--- src/rtl/arm_alu_pkg.sv ---
// Shared ARM ALU definitions: flag bit positions and the multiply sequencer states.
package arm_alu_pkg;

  localparam int unsigned FLAG_N = 0;
  localparam int unsigned FLAG_Z = 1;
  localparam int unsigned FLAG_C = 2;
  localparam int unsigned FLAG_V = 3;

  typedef enum logic [1:0] {
    IDLE,
    MULT,
    DONE
  } mul_state_t;

endpackage

--- src/rtl/mul_sequencer_adder.sv ---
// N-bit adder with {V,C,Z,N} flags; the carry-out only reaches the C flag.
module adder
  import arm_alu_pkg::*;
#(
  parameter int unsigned N = 32
) (
  input  logic [N-1:0] a,
  input  logic [N-1:0] b,
  output logic [N-1:0] sum,
  output logic [3:0]   flags
);

  logic [N:0] full;

  always_comb begin
    full  = {1'b0, a} + {1'b0, b};
    sum   = full[N-1:0];
    flags = '0;
    flags[FLAG_N] = full[N-1];
    flags[FLAG_Z] = (full[N-1:0] == '0);
    flags[FLAG_C] = full[N];
    flags[FLAG_V] = (a[N-1] == b[N-1]) && (full[N-1] != a[N-1]);
  end

endmodule

--- src/rtl/mul_sequencer.sv ---
// Shift-and-add MUL/MLA sequencer with early termination once the multiplier runs out of set bits.
module mul_sequencer
  import arm_alu_pkg::*;
#(
  parameter int unsigned N = 32
) (
  input  logic         clk,
  input  logic         rst_n,
  input  logic         start,
  input  logic         mla,
  input  logic         set_flags,
  input  logic [N-1:0] a,
  input  logic [N-1:0] b,
  input  logic [N-1:0] acc,
  output logic         busy,
  output logic         done,
  output logic [N-1:0] result,
  output logic [3:0]   flags,
  output logic [3:0]   flags_we
);

  localparam int unsigned CW = $clog2(N);
  localparam logic [CW-1:0] CNT_LAST = CW'(N - 1);

  mul_state_t    state, state_nxt;
  logic [N-1:0]  mcand, mplr, prod;
  logic [N-1:0]  sum, prod_nxt;
  logic [CW-1:0] cnt;
  logic          sf_q;
  logic          mult_last;
  logic [3:0]    flags_nxt;
  logic [3:0]    unused_add_flags;

  adder #(.N(N)) u_add (
    .a     (prod),
    .b     (mcand),
    .sum   (sum),
    .flags (unused_add_flags)
  );

  always_comb begin
    prod_nxt  = mplr[0] ? sum : prod;
    mult_last = (cnt == CNT_LAST) || ((mplr >> 1) == '0);
    flags_nxt = '0;
    flags_nxt[FLAG_N] = prod_nxt[N-1];
    flags_nxt[FLAG_Z] = (prod_nxt == '0);
  end

  always_comb begin
    state_nxt = state;
    case (state)
      IDLE:    if (start) state_nxt = MULT;
      MULT:    if (mult_last) state_nxt = DONE;
      DONE:    state_nxt = IDLE;
      default: state_nxt = IDLE;
    endcase
  end

  always_comb begin
    busy     = (state != IDLE);
    done     = (state == DONE);
    flags_we = '0;
    if (done && sf_q) flags_we = 4'b0011;
  end

  always_ff @(posedge clk) begin
    if (!rst_n) state <= IDLE;
    else        state <= state_nxt;
  end

  // result/flags load on the final MULT edge so they are already valid while done is high
  always_ff @(posedge clk) begin
    if (!rst_n) begin
      mcand  <= '0;
      mplr   <= '0;
      prod   <= '0;
      cnt    <= '0;
      sf_q   <= 1'b0;
      result <= '0;
      flags  <= '0;
    end else begin
      case (state)
        IDLE: begin
          if (start) begin
            mcand <= a;
            mplr  <= b;
            prod  <= mla ? acc : '0;
            cnt   <= '0;
            sf_q  <= set_flags;
          end
        end
        MULT: begin
          prod  <= prod_nxt;
          mcand <= mcand << 1;
          mplr  <= mplr >> 1;
          cnt   <= cnt + 1'b1;
          if (mult_last) begin
            result <= prod_nxt;
            flags  <= flags_nxt;
          end
        end
        default: ;
      endcase
    end
  end

endmodule
--- config.mk ---
export PLATFORM = sky130hd
export DESIGN_NAME = mul_sequencer
export DESIGN_NICKNAME = d
export VERILOG_FILES = /design/src/rtl/arm_alu_pkg.sv /design/src/rtl/mul_sequencer_adder.sv /design/src/rtl/mul_sequencer.sv
export SDC_FILE = /design/constraint.sdc
export NUM_CORES = 1
export LEC_CHECK = 0
export BUFFER_PORTS_ARGS = -buffer_cell sky130_fd_sc_hd__buf_2
export CAP_MARGIN = 40
export CORE_ASPECT_RATIO = 0.5
export CORE_MARGIN = 5
export CORE_UTILIZATION = 42
export CTS_BUF_LIST = sky130_fd_sc_hd__clkbuf_4 sky130_fd_sc_hd__clkbuf_8
export CTS_CLUSTER_DIAMETER = 100
export CTS_CLUSTER_SIZE = 25
export DETAILED_ROUTE_END_ITERATION = 8
export SLEW_MARGIN = 20
export SYNTH_ARGS = -nofsm -noshare
export SYNTH_HDL_FRONTEND = slang
export SYNTH_SLANG_ARGS = --single-unit
--- constraint.sdc ---
create_clock -name clk -period 5.94 [get_ports clk]
set_clock_uncertainty 0.05 [all_clocks]
set_input_delay 0.297 -clock clk [delete_from_list [all_inputs] [get_ports clk]]
set_output_delay 0.297 -clock clk [all_outputs]
set_load 0.1 [all_outputs]
* Word level (Yosys, flattened, before mapping) *
Index checks and enable logic that the tools add are counted.

operators by class
  add/subtract/negate cells = 2
  equality and inequality tests = 5
  mux-type cells = 14
  reduce and logical (&&, ||, !) cells = 11

operators with widths
  kind                                           count
  one-hot mux 32 bit (2 select lines)            3
  2-to-1 mux 32 bit                              5
  zero test 32 bit                               2
  adder 32 bit                                   1
  one-hot mux 5 bit (2 select lines)             1
  AND reduction 2 bit                            4
  2-to-1 mux 2 bit                               3
  adder 5 x 1 -> 5 bit, second input constant    1
  == test 5 bit, second input constant           1
  2-to-1 mux 5 bit                               1
  != test 2 bit, second input constant           2
  one-hot mux 2 bit (2 select lines)             1
  nonzero test 2 bit                             2
  == test 2 x 1 -> 1 bit, second input constant  1
  == test 2 bit, second input constant           1
  zero test 2 bit                                1
  logical AND 1 bit                              1
  logical OR 1 bit                               1

word-level totals
  bits in registers = 138
  input port bits = 101
  output and inout port bits = 42
  word-level logic and storage cells = 40

* Longest topological paths before layout *
  word-level depth = 4
  mapped depth = 12
  mapped depth without buffers = 12

* Cells and area by module *
A second synthesis with hierarchy kept.

second synthesis, totals
  cell total of the unflattened synthesis = 958
  area total of the unflattened synthesis = 8000.2 um^2

modules (own cells, without submodules)
  module         times used  cells each  area each (um^2)  seq. area each (um^2)
  mul_sequencer  1           709         6204.7            2742.6
  adder          1           249         1795.5            0.0

* Worst setup path after synthesis *
Ideal clock, no wire load.

  kind = flip-flop to output port
  start point = register state[1]
  end point = output port flags_we[1]
  arrival time = 3081 ps
  required time = 5593 ps
  setup slack = 2512 ps
  cell stages (with the launch flop) = 4
  path buffers = 1
  path through = dfxtp_1 -> nor2b_1 -> and2_1 -> buf_4

on the way
  cells in the longest elaborated chain, start to end = 3

RTL lines
  element                 RTL line             RTL
  from (decl)             mul_sequencer.sv:25  mul_state_t state, state_nxt;
  from (signal assigned)  mul_sequencer.sv:68  else state <= state_nxt;
  == test 2 bit           mul_sequencer.sv:61  done = (state == DONE);
  named net done          mul_sequencer.sv:16  output logic done,
  logical AND 1 bit       mul_sequencer.sv:63  if (done && sf_q) flags_we = 4'b0011;
  2-to-1 mux 2 bit        mul_sequencer.sv:63
  to (decl)               mul_sequencer.sv:19  output logic [3:0] flags_we

The timed path passes the listed nets, and every way through them passes these cells.

* Final worst setup path *
  start point = register prod[0]
  end point = register flags[1]

on the way
  cells in the longest elaborated chain, start to end = 3

RTL lines
  element                 RTL line                   RTL
  from (decl)             mul_sequencer.sv:26        logic [N-1:0] mcand, mplr, prod;
  from (signal assigned)  mul_sequencer.sv:87        prod <= mla ? acc : '0;
  from (signal assigned)  mul_sequencer.sv:93        prod <= prod_nxt;
  adder 32 bit            mul_sequencer_adder.sv:16  full = {1'b0, a} + {1'b0, b};
  2-to-1 mux 32 bit *     mul_sequencer.sv:42        prod_nxt = mplr[0] ? sum : prod;
  zero test 32 bit *      mul_sequencer.sv:46        flags_nxt[FLAG_Z] = (prod_nxt == '0);
  to (signal assigned)    mul_sequencer.sv:99        flags <= flags_nxt;
  to (decl)               mul_sequencer.sv:18        output logic [3:0] flags,

Every way passes the cells marked *; elsewhere a longest branch is shown, timed or not.
A chain may end at the register's enable or synchronous reset.

==> out/results.txt <==
Status: finished, final reports clean
Flops & latches, synth: 137
Std-Cell Rows: 35
Worst slew pin tran: 0.877 ns
Power after layout: 2.26 mW
Fmax: 284 MHz
Req. time, crit path: 6.31 ns
Vias after detailed routing: 7581
Clock root cell: clkbuf_8
Arr. time, crit path: 3.89 ns
Crit path capture type: flip-flop
CP startpoint kind: flip-flop
R2R Setup Slk: 2.42 ns
FF+latch area: 2740 um^2
Hold Crit Depth: 3
Final worst path period share: 59.3%
CTS tree: built
Total negative slack: 0 ns
RSZ-0062 raised after global routing: no
Dpl hpwl: 17000 um
Crit path kind: reg -> reg
RR Startpoint: prod[0]$_SDFFE_PN0P_
Most frequent cell after synthesis: dfxtp_1
Post-Synth Simple-Gate Area: 20.1%
Gp weighted congestion: 0.907
Share of the synthesized area in the top cell type: 34.7%
Post-synthesis compound-gate area fraction: 31.1%
Slowest CP cell: a211oi_1
Cells resized by post-CTS repair: 0
Clock buffer depth: 2
First-pass GRT wire length: 37800 um
Post-synth top area cell: dfxtp_1
Syn avg cell area: 8.36 um^2
Post-CTS setup buffers: 0
Largest cells by area after synthesis: dfxtp_1 (35%), a22oi_1 (7.0%), a21boi_0 (6.3%)
Post-CTS Hold Buffers: 0
Netlist cell types: 74
LEAKAGE: 3.99 nW
Initial antenna violation count: 4
Worst r2r path cells: 12
Setup violators final: 0
EDFF count, synth: 0
# H-tree levels: 4
Routed vias/inst: 5.79
1st-pass router iterations: 5
Drt initial violations: 607
Post-DR wirelength/cell: 18.4 um
Ys flop type: dfxtp_1
Largest fanout on the critical path: 6
Tightest Hold Check Type: in -> reg
Starting Density: 42.9%
Synth Area in Adders: 5.48%
Worst IR Drop VDD: 129 uV
DRC Markers: 0
Fin. Hold Viols: 0
Mapped Area: 7900 um^2
Worst skew pair latency: 0.47 ns
Worst path max stage delay: 0.56 ns
Max-cap violations: 0
Syn Inst Count: 945
Hold endpoint: mcand[0]$_SDFFE_PN0P_
Area of the multi-input gates: 4830 um^2
Fraction of layout cells with a size suffix above 1: 20.3%
Largest net degree at the start of global routing: 80
Die W: 204 um
Total track usage: 21.6%
CTS Sinks: 137
Commonest cells post-synth: dfxtp_1 (137), nand2_1 (126), a22oi_1 (74)
Ys async rst share: 0%
Sequential area share after synthesis: 34.7%
Grt ovf: 0
Clock transition at path regs: 0.09 ns
XOR/XNOR share of the synthesized area: 1.88%
Core ar.: 18400 um^2
NumNets Final: 1173
Die area: 21800 um^2
Worst path cell trace: ha_1 -> fa_1 -> a21o_4 -> nand4_4 -> a211oi_1 -> o21ai_1 -> mux2i_1 -> a211o_1 -> or4_1 -> nor4_2 -> nand4_1 -> nand2_1
Min Tclk post-route: 3.52 ns
Post-synthesis mux area share: 2.26%
Final wirelength: 24200 um
Warnings from Yosys: 0
DIE HEIGHT: 107 um
Core Util, Final: 49.7%
Syn-to-layout area delta: 16.0%
Largest family of logic cells by synthesized area: compound AO/OA/AOI/OAI gates
Pwr dens: 247 nW/um^2
R2R Path End: flags[1]$_SDFFE_PN0P_
Min-delay src: a[0]
Slew Limit Fails: 0
# IOs: 143
Vias in the first global route: 7168
Filler cell count: 1811
Port Buf Inserts: 138
Antenna Violating Nets Remaining: 0
Total CTS buffers: 17
Rel. slew slack: 41.5%
==> sequential cells by signal, summed over array words and instances (netlist names) <==
signal,count
flags,2
sf_q,1
state,2
result,31
mcand,32
cnt,5
prod,32
mplr,32
==> worst max-delay path by stage <==
stage                                 end                  start  cells after the start  slack (ns)
CTS                 flags[1]$_SDFFE_PN0P_   prod[0]$_SDFFE_PN0P_                     12        2.46
global route        flags[1]$_SDFFE_PN0P_   prod[0]$_SDFFE_PN0P_                     12        2.26
detailed placement  flags[1]$_SDFFE_PN0P_   prod[0]$_SDFFE_PN0P_                     12        2.48
finish              flags[1]$_SDFFE_PN0P_   prod[0]$_SDFFE_PN0P_                     12        2.42
global placement    flags[1]$_SDFFE_PN0P_   prod[0]$_SDFFE_PN0P_                     12        2.54
floorplan                     flags_we[1]  state[1]$_SDFFE_PN0P_                      3        2.51
==> per-stage QoR <==
step	worst slack (ns)	hold WS (ns)	instance area [um^2]	instances
2_1_floorplan	2.51	0.389	7910	948
3_3_place_gp	2.54	0.403	8670	1273
3_5_place_dp	2.48	0.407	8740	1276
4_1_cts	2.46	0.0154	9130	1307
5_1_grt	2.26	0.0142	9160	1310
6_report	2.42	0.0336	9160	1310
==> worst max-delay path, delay by kind of cell, from the launching register on <==
kind / cells / cell delay, ns
multiplexers: 1 / 0.14
AO/OA/AOI/OAI: 4 / 1.20
adder cells (fa/ha/maj): 2 / 0.46
AND/OR/NAND/NOR: 5 / 1.23
flip-flops: 1 / 0.39
==> per-layer routing <==
layer	vias up	GRT usage, %	share of wire (%)
li1	3672	-	-
met1	3612	30.3	47
met2	257	33.0	43
met3	34	5.80	8.2
met4	6	5.73	1.3
met5	-	0	0.14
==> power by group <==
group	leakage (nW)	total, mW	internal, mW	switching, mW
Combinational	2.68	0.460	0.171	0.289
Clock	0.193	0.792	0.385	0.406
Sequential	1.12	1.01	0.969	0.0438
Total	3.99	2.26	1.52	0.739
==> cells in the final DEF, fill, tap and decap left out, drive strengths merged, types with 3 or more instances in the layout <==
cell type	netlist	final
xor2	6	6
nand3	18	18
nor4	13	13
a21boi	66	66
xnor2	11	11
o21ai	46	46
conb	1	4
o211a	17	17
nand2	126	126
nor3	6	6
and3	9	9
a211oi	7	7
a21oi	37	37
nor2b	25	25
o31a	4	4
a31oi	7	7
mux2i	10	10
nor3b	11	11
a222oi	13	13
clkinvlp	0	3
inv	9	14
or3	6	6
clkinv	0	3
a21o	12	12
nand4	14	14
o21bai	6	6
buf	17	149
nand2b	4	4
o21a	3	3
a22oi	74	74
dfxtp	137	137
ha	33	33
o221ai	8	8
clkbuf	61	18
nor2	61	61
and2	23	23
mux2	7	7
==> cell families (layout without fill, tap and decap cells) <==
kind of cell | after synthesis | after routing
other | 1 | 5
adders and majority gates | 34 | 34
DFF | 137 | 137
buffers and inverters | 87 | 189
muxes | 17 | 17
and+or+nand+nor | 322 | 322
AOI/OAI and AO/OA | 330 | 330
xor gates and xnor gates | 17 | 17
==> final cells by class <==
type	instances	share of cell area [%]
clock inverter	13	1.54
tap	259	3.54
sequential	137	29.9
timing repair buffer	149	9.12
antenna	1	0.0273
clock buffer	18	2.70
multi-input combinational	724	52.8
inverter	9	0.369
(Power assumes the default switching activity.)
